`src/rtl/mips32_pkg.sv`:
```
// Shared definitions for the MIPS32 memory subsystem: requester IDs,
// memory geometry and the instruction opcode map.
package mips32_pkg;

  localparam int MEM_AW = 10;
  localparam int MEM_DW = 32;

  // Requester identity carried through the read-return pipe
  typedef enum logic [1:0] {
    REQ_NONE = 2'd0,
    REQ_IF   = 2'd1,
    REQ_DM   = 2'd2,
    REQ_DBG  = 2'd3
  } req_id_t;

  // Instruction opcodes of the pipelined core
  typedef enum logic [5:0] {
    OP_ADD   = 6'b000000,
    OP_SUB   = 6'b000001,
    OP_AND   = 6'b000010,
    OP_OR    = 6'b000011,
    OP_SLT   = 6'b000100,
    OP_MUL   = 6'b000101,
    OP_LW    = 6'b001000,
    OP_SW    = 6'b001001,
    OP_ADDI  = 6'b001010,
    OP_SUBI  = 6'b001011,
    OP_SLTI  = 6'b001100,
    OP_BNEQZ = 6'b001101,
    OP_BEQZ  = 6'b001110,
    OP_HLT   = 6'b111111
  } opcode_t;

endpackage

```
`src/rtl/mips32_rd_tag_pipe.sv`:
```
// Shift register of requester IDs that tracks which port owns the read
// data coming back from the memory DEPTH cycles after issue.
module mips32_rd_tag_pipe
  import mips32_pkg::*;
#(
  parameter int DEPTH = 1
) (
  input  logic    clk,
  input  logic    rst_n,
  input  req_id_t tag_in,
  output req_id_t tag_out
);

  req_id_t pipe [DEPTH];

  // Shift tags one stage per cycle; reset drops all in-flight reads
  always_ff @(posedge clk) begin
    if (!rst_n) begin
      for (int i = 0; i < DEPTH; i++) pipe[i] <= REQ_NONE;
    end else begin
      pipe[0] <= tag_in;
      for (int i = 1; i < DEPTH; i++) pipe[i] <= pipe[i-1];
    end
  end

  assign tag_out = pipe[DEPTH-1];

endmodule

```
`src/rtl/mips32_mem_arbiter.sv`:
```
// Shares one synchronous single-port memory among instruction fetch,
// data access and a debug/loader port. Grants are combinational in the
// request cycle; read data returns RD_LAT cycles later to its owner.
//
// Handshake: a requester raises *_req with its payload and holds both
// stable until it sees *_gnt high in the same cycle; the access is issued
// on mem_* in that cycle and the request may be dropped or replaced on
// the following cycle. *_rvalid is a single-cycle strobe qualifying rdata.
module mips32_mem_arbiter
  import mips32_pkg::*;
#(
  parameter int AW           = MEM_AW,
  parameter int DW           = MEM_DW,
  parameter int RD_LAT       = 1,
  parameter int DBG_MAX_WAIT = 8
) (
  input  logic                              clk,
  input  logic                              rst_n,
  input  logic                              halt_i,
  input  logic                              if_req,
  input  logic [AW-1:0]                     if_addr,
  output logic                              if_gnt,
  output logic                              if_rvalid,
  input  logic                              dm_req,
  input  logic                              dm_we,
  input  logic [AW-1:0]                     dm_addr,
  input  logic [DW-1:0]                     dm_wdata,
  output logic                              dm_gnt,
  output logic                              dm_rvalid,
  input  logic                              dbg_req,
  input  logic                              dbg_we,
  input  logic [AW-1:0]                     dbg_addr,
  input  logic [DW-1:0]                     dbg_wdata,
  output logic                              dbg_gnt,
  output logic                              dbg_rvalid,
  output logic [DW-1:0]                     rdata,
  output logic                              mem_en,
  output logic                              mem_we,
  output logic [AW-1:0]                     mem_addr,
  output logic [DW-1:0]                     mem_wdata,
  input  logic [DW-1:0]                     mem_rdata,
  output logic [$clog2(DBG_MAX_WAIT+1)-1:0] dbg_wait_cnt
);

  localparam int WCW = $clog2(DBG_MAX_WAIT + 1);

  req_id_t        winner;
  req_id_t        rd_tag_in;
  req_id_t        rd_tag_out;
  logic [WCW-1:0] wait_cnt;
  logic           dbg_forced;

  assign dbg_forced = (wait_cnt == WCW'(DBG_MAX_WAIT));

  // Pick at most one winner per cycle; nothing is granted during reset
  always_comb begin
    winner = REQ_NONE;
    if (rst_n) begin
      if (halt_i) begin
        if (dbg_req)      winner = REQ_DBG;
        else if (dm_req)  winner = REQ_DM;
        else if (if_req)  winner = REQ_IF;
      end else if (dbg_req && dbg_forced) begin
        winner = REQ_DBG;
      end else begin
        if (dm_req)       winner = REQ_DM;
        else if (if_req)  winner = REQ_IF;
        else if (dbg_req) winner = REQ_DBG;
      end
    end
  end

  assign if_gnt  = (winner == REQ_IF);
  assign dm_gnt  = (winner == REQ_DM);
  assign dbg_gnt = (winner == REQ_DBG);

  // Steer the winner's payload onto the memory port; idle port reads as zero
  always_comb begin
    mem_en    = 1'b0;
    mem_we    = 1'b0;
    mem_addr  = '0;
    mem_wdata = '0;
    case (winner)
      REQ_IF: begin
        mem_en   = 1'b1;
        mem_addr = if_addr;
      end
      REQ_DM: begin
        mem_en    = 1'b1;
        mem_we    = dm_we;
        mem_addr  = dm_addr;
        mem_wdata = dm_wdata;
      end
      REQ_DBG: begin
        mem_en    = 1'b1;
        mem_we    = dbg_we;
        mem_addr  = dbg_addr;
        mem_wdata = dbg_wdata;
      end
      default: ;
    endcase
  end

  // Only reads produce return data, so writes travel down the pipe as NONE
  assign rd_tag_in = (mem_en && !mem_we) ? winner : REQ_NONE;

  mips32_rd_tag_pipe #(
    .DEPTH (RD_LAT)
  ) u_tag_pipe (
    .clk     (clk),
    .rst_n   (rst_n),
    .tag_in  (rd_tag_in),
    .tag_out (rd_tag_out)
  );

  assign if_rvalid  = rst_n && (rd_tag_out == REQ_IF);
  assign dm_rvalid  = rst_n && (rd_tag_out == REQ_DM);
  assign dbg_rvalid = rst_n && (rd_tag_out == REQ_DBG);
  assign rdata      = (if_rvalid || dm_rvalid || dbg_rvalid) ? mem_rdata : '0;

  // Count consecutive losing debug cycles, saturating at the forcing threshold
  always_ff @(posedge clk) begin
    if (!rst_n) begin
      wait_cnt <= '0;
    end else if (!dbg_req || dbg_gnt) begin
      wait_cnt <= '0;
    end else if (!dbg_forced) begin
      wait_cnt <= wait_cnt + WCW'(1);
    end
  end

  assign dbg_wait_cnt = wait_cnt;

endmodule

```
`config.mk`:
```
export PLATFORM = sky130hd
export DESIGN_NAME = mips32_mem_arbiter
export DESIGN_NICKNAME = d
export VERILOG_FILES = /design/src/rtl/mips32_pkg.sv /design/src/rtl/mips32_rd_tag_pipe.sv /design/src/rtl/mips32_mem_arbiter.sv
export SDC_FILE = /design/constraint.sdc
export NUM_CORES = 1
export LEC_CHECK = 0
export ABC_AREA = 1
export BUFFER_PORTS_ARGS = -buffer_cell sky130_fd_sc_hd__buf_2
export CORE_AREA = 5 5 82 84
export CTS_CLUSTER_DIAMETER = 200
export DETAILED_ROUTE_END_ITERATION = 12
export DIE_AREA = 0 0 87 89
export PLACE_DENSITY = 0.68
export SKIP_CTS_REPAIR_TIMING = 1
export SLEW_MARGIN = 20
export SYNTH_ARGS = -nofsm -noshare
export SYNTH_HDL_FRONTEND = slang
export SYNTH_HIERARCHICAL = 1
export SYNTH_SLANG_ARGS = --single-unit
```
`constraint.sdc`:
```
create_clock -name clk -period 3.3 [get_ports clk]
set_input_delay 0.33 -clock clk [delete_from_list [all_inputs] [get_ports clk]]
set_output_delay 0.33 -clock clk [all_outputs]
set_load 0.05 [all_outputs]
```
==> impl_metrics.toml, run 1 <==
[clock_network]
cts_made_buffers = 3
clockBufferDepth = 2
cts_root_buf = "clkbuf_8"
worstSkewPairLatency_ps = 220
cts.sinks = 6
cts_tree = "yes"
clk_pin_slew_ps = 40
cts_max_level = 1

[cells_and_area]
final_nets = 628
mostFrequentLayoutCells = "219 x buf_2, 120 x nand2_1, 45 x nor2_1, 43 x inv_1, 35 x nand3_1"
seq_area_um2 = 120
multi_input_area_um2 = 977
final_core_util_pct = 42.7
layout_commonest_cell = "buf_2"
n_antenna_cell = 0
drive_gt1_share_pct = 47.8
fillers = 665
finalNonFillerCells = 565
area.growth.synth_to_final_pct = 84.5

[critical_path]
end_kind = "primary output"
r2r-end = "u_tag_pipe/pipe[0][1]"
r2r_setup_slack_ps = 1190
reg2regPathDepth = 11
crit_type = "flip-flop to primary output"
crit_fanout = 43
required_ps = 2970
r2r_start = "dbg_wait_cnt[0]"
critPathArrivalTime_ps = 2360
setup.worst_path.start_class = "flip-flop"

[timing]
tightest_slew_ps = 815
rsz0062_at_grt = "false"
skew_ps = 0.269
finalCritPeriodShare_pct = 81.4
drv_slew = 0
max_clock_freq_mhz = 372
setup_viol = 0
min_period_ps = 2690
relSlewSlack_pct = 45.5
timing.setup.tns_ps = 0
final-hold-violation-count = 0

[job]
drv_cap = 0

[detailed_routing]
post_drt_via_cell_ratio = 4.27
routedWlPerCell_um = 12.2
first_iter_violations = 60
dr.pass1.iters = 4
vias = 2410
routed_wl_um = 6910
antenna_left = 0
drc_errors = 0

[floorplanning]
io_pins = 220
core_mm2 = 0.00585
die_x_um = 87
start_util_pct = 23.1
dieArea_mm2 = 0.00774
dieHeight_um = 89
num_rows = 28

[min_path]
min_path_type = "input port to flip-flop"
min_to = "u_tag_pipe/pipe[0][1]"
hold_path_depth = 3
hold_start = "rst_n"

[pwr]
p_per_area_mw_per_mm2 = 266
peakVddDrop_uv = 259
power_uw = 663
leakage_nw = 1.82

[synthesis]
synth_area_mm2 = 0.00135
synthCells = 282
synth_cell_types = 22
yosys_register_bits = 6
syn_nets = 418
ys_seq_area_share_pct = 8.87
syn_area_per_cell_um2 = 4.80
yosysWarnings = 6

[grt]
grt_pass1_wl_um = 9990
grt_usage_pct = 15.4
grt_pass1_vias = 2233
grt_overflow = 0
antenna_found_initial = 0
grt_max_degree = 44

[placed_design]
place_congestion = 0.818
place.port_buffers = 219
dp_hpwl_um = 5870
dp.cells = 562

[run_status]
status = "completed"
## worst max path at each step
stage | start | endpoint | cells after the start
2_1_floorplan | dbg_wait_cnt[0] | if_gnt | 8
3_3_place_gp | dbg_wait_cnt[0] | mem_addr[9] | 9
3_5_place_dp | dbg_wait_cnt[0] | mem_addr[9] | 9
4_1_cts | dbg_wait_cnt[0] | mem_addr[9] | 9
5_1_grt | dbg_wait_cnt[0] | mem_we | 9
6_report | dbg_wait_cnt[0] | mem_addr[9] | 9
## critical path: stages (launching register included)
cell and delay (ps):
dfxtp_1 400, inv_1 70, ha_1 220, nand2_1 130, nor2_4 60, o21ai_2 570
nor2_8 230, nand2_1 130, nand3_1 80, buf_2 220
## cell type report
| type | instances | share of cell area [%] |
|---|---|---|
| inverter | 45 | 6.76 |
| clock buffer | 3 | 1.65 |
| sequential | 6 | 4.81 |
| timing repair buffer | 219 | 43.9 |
| tap | 75 | 3.76 |
| multi-input combinational | 217 | 39.1 |
## cells by family after synthesis
group / after synthesis / synth area share (%)
buf+inv: 59 / 19.8
flops: 6 / 8.87
simple gates: 207 / 65.4
fa+ha+maj: 2 / 1.85
compound gates: 6 / 2.77
xor+xnor: 2 / 1.29
## cell usage after synthesis
| cell type | instances | share of area, % |
|---|---|---|
| a21oi_1 | 1 | 0.37 |
| buf_2 | 4 | 1.5 |
| buf_4 | 3 | 1.7 |
| buf_6 | 4 | 3.3 |
| clkbuf_1 | 3 | 0.83 |
| dfxtp_1 | 6 | 8.9 |
| ha_1 | 2 | 1.8 |
| inv_1 | 43 | 12 |
| inv_2 | 2 | 0.55 |
| nand2_1 | 120 | 33 |
| nand2_2 | 1 | 0.46 |
| nand3_1 | 35 | 13 |
| nand3_2 | 1 | 0.74 |
| nand3_4 | 1 | 1.3 |
| nor2_1 | 45 | 12 |
| nor2_2 | 1 | 0.46 |
| nor2_4 | 1 | 0.83 |
| nor2_8 | 2 | 3.0 |
| o21ai_0 | 2 | 0.74 |
| o21ai_1 | 1 | 0.37 |
| o21ai_2 | 2 | 1.3 |
| xor2_1 | 2 | 1.3 |
## state kept, by name (all words and copies together) (netlist names)
signal,cells
u_tag_pipe/pipe,2
dbg_wait_cnt,4
## power by group
part,internal (mW),switching [mW]
registers,0.0755,0.00349
clock network,0.0786,0.0338
logic,0.130,0.342
total,0.284,0.379
## routing by layer
layer  share of wire (%)  vias to the layer above  GRT usage [%]
li1                    -                     1250              -
met2                  54                      126           31.1
met3                  10                        8           3.78
met1                  35                     1026           16.1
met5                   0                        -              0
met4                0.88                        0           2.27
## per-stage QoR
stage               instance area [µm²]  hold slack (ps)  setup slack, ps
global placement                   2450              575              925
floorplan                          1350              423              697
finish                             2500              453              615
CTS                                2490              433              597
detailed placement                 2450              599              848
global route                       2500              458              393
Note: power is estimated with default switching activity, not from simulation.
==> run 2, diff against run 1 <==
--- a/config.mk
+++ b/config.mk
@@ -5,13 +5,13 @@
 export SDC_FILE = /design/constraint.sdc
 export NUM_CORES = 1
 export LEC_CHECK = 0
-export ABC_AREA = 1
+export ABC_AREA = 0
 export BUFFER_PORTS_ARGS = -buffer_cell sky130_fd_sc_hd__buf_2
 export CORE_AREA = 5 5 82 84
 export CTS_CLUSTER_DIAMETER = 200
 export DETAILED_ROUTE_END_ITERATION = 12
 export DIE_AREA = 0 0 87 89
-export PLACE_DENSITY = 0.68
+export PLACE_DENSITY = 0.69
 export SKIP_CTS_REPAIR_TIMING = 1
 export SLEW_MARGIN = 20
 export SYNTH_ARGS = -nofsm -noshare
==> constraint.sdc (replaced) <==
create_clock -name clk -period 2.45 [get_ports clk]
set_input_delay 0.245 -clock clk [delete_from_list [all_inputs] [get_ports clk]]
set_output_delay 0.245 -clock clk [all_outputs]
set_load 0.05 [all_outputs]
==> impl_metrics.toml, run 2 <==
[cells_and_area]
drive_gt1_share_pct = 63.6
largest_reg_flops = 4
final_nets = 506
stdcell_area_mm2 = 0.00241
n_antenna_cell = 0
fillers = 600
layout_commonest_cell = "buf_2"
multi_input_area_um2 = 980
mostFrequentLayoutCells = "218 x buf_2, 34 x and2_1, 33 x a22o_1, 14 x nand2_1, 11 x nor3_1"
area.growth.synth_to_final_pct = 96.6
seq_area_um2 = 121

[synthesis]
synth_edf_count = 0
ys_async_sr_fraction_pct = 0
synth_cell_types = 36
synth_area_leaders = "a22o_1 24%, and2_1 17%, dfxtp_1 9.8%, a221o_1 8.2%, buf_6 4.6%"
yosys.area.top_type = "a22o_1"
ys_seq_area_share_pct = 9.81
syn_nets = 293
yosysMostFrequentCell = "and2_1"
synth_top_area_share_pct = 23.6
yosys_register_bits = 6
yosysWarnings = 6
syn_area_per_cell_um2 = 7.80
synth_commonest_cells = "34 x and2_1, 33 x a22o_1, 14 x nand2_1, 11 x nor3_1, 10 x a221o_1"
synth-main-ff-cell = "dfxtp_1"
synthCells = 157
synth_area_mm2 = 0.00122

[floorplanning]
io_pins = 220
dieHeight_um = 89
die_x_um = 87
num_rows = 28
core_mm2 = 0.00585
dieArea_mm2 = 0.00774
start_util_pct = 20.9

[grt]
antenna_found_initial = 0
grt_overflow = 0
use_met3_pct = 3.13
grt_pass1_wl_um = 9180
grt-busiest-layer = "met2"
met2_usage_pct = 28.6
grt_max_degree = 35
grt_usage_pct = 14.6
grt_use_met1_pct = 15.4
grt_pass1_vias = 1972

[timing]
finalCritPeriodShare_pct = 93.0
drv_slew = 0
skew_ps = 1.51
final-hold-violation-count = 0
relSlewSlack_pct = 55.8
rsz0062_at_grt = "false"
min_period_ps = 2280
tightest_slew_ps = 663
setup_viol = 0
max_clock_freq_mhz = 439
timing.setup.tns_ps = 0

[clock_network]
cts_root_buf = "clkbuf_8"
cts_max_level = 1
clk_pin_slew_ps = 40
worstSkewPairLatency_ps = 220
cts_made_buffers = 3
cts.sinks = 6
cts_tree = "yes"
clockBufferDepth = 2

[detailed_routing]
antenna_left = 0
routedWlPerCell_um = 14.8
vias = 2060
routed_wl_um = 6540
first_iter_violations = 56
dr.pass1.iters = 4
drc_errors = 0
post_drt_via_cell_ratio = 4.65

[placed_design]
placed_cell_area_mm2 = 0.00237
dp_hpwl_um = 5670
place.port_buffers = 219
place_congestion = 0.751

[pwr]
p_per_area_mw_per_mm2 = 332
peakVddDrop_uv = 186
leakage_nw = 1.47

[critical_path]
r2r_start = "dbg_wait_cnt[1]"
r2r-end = "u_tag_pipe/pipe[0][0]"
end_kind = "primary output"
critPathArrivalTime_ps = 2030
crit_type = "flip-flop to primary output"
reg2regPathDepth = 6
required_ps = 2200
critPathLaunch = "dbg_wait_cnt[1]"
setup.worst_path.start_class = "flip-flop"
crit_fanout = 12
crit_end = "mem_addr[8]"
r2r_setup_slack_ps = 920

[run_status]
status = "completed"

[min_path]
min_path_type = "input port to flip-flop"
hold_start = "rst_n"

[job]
drv_cap = 0
## run 2: stage by stage
stage          utilization [%]  instances  setup slack (ps)  total power, mW  hold slack (ps)
2_1_floorplan                -        157              36.3            0.467              367
3_3_place_gp              40.5        440               454            0.651              434
3_5_place_dp              40.5        440               407            0.654              454
4_1_cts                   41.2        443               160            0.810              388
5_1_grt                   41.2        443              49.0            0.839              409
6_report                  41.2        443               170            0.799              394
## run 2: how the worst min path moves through the flow
stage | to | slack (ps) | cells after the start
5_1_grt | u_tag_pipe/pipe[0][1] | 410 | 2
2_1_floorplan | u_tag_pipe/pipe[0][1] | 370 | 1
3_5_place_dp | dbg_wait_cnt[0] | 450 | 1
4_1_cts | u_tag_pipe/pipe[0][1] | 390 | 2
6_report | u_tag_pipe/pipe[0][1] | 390 | 2
3_3_place_gp | dbg_wait_cnt[0] | 430 | 1
## run 2: cell families (layout without fill, tap and decap cells)
family,Yosys count,in the layout,share of synthesized area [%]
buf+inv,20,231,10.2
flops,6,6,9.81
compound gates,52,52,39.3
xor+xnor,2,2,1.43
fa+ha+maj,2,2,2.04
simple gates,75,75,37.2
## run 2: metal layers
layer	vias to the layer above	share of wire (%)
met5	-	0
met4	0	1.5
met3	8	13
met2	149	51
met1	885	34
li1	1018	-
## run 2: final cells by class
| type | instances | share of cell area [%] |
|---|---|---|
| repair buffers | 223 | 47.9 |
| multi-input cells | 131 | 40.7 |
| flip-flops and latches | 6 | 5.04 |
| well taps | 75 | 3.90 |
| clock buffers | 3 | 1.71 |
| inverters | 5 | 0.779 |
## run 2: power breakdown
| group | total (mW) | internal, mW | switching [mW] | leakage (nW) |
|---|---|---|---|---|
| registers | 0.103 | 0.101 | 0.00233 | 0.0491 |
| logic | 0.546 | 0.185 | 0.361 | 1.40 |
| clock network | 0.150 | 0.106 | 0.0439 | 0.0216 |
## run 2: critical path, cell delays in order, from the launching register on
cell and delay (ps):
dfxtp_1 370, inv_1 60, ha_1 200, and4b_4 280
nor4b_4 270, buf_4 220, a221o_1 150, buf_2 250
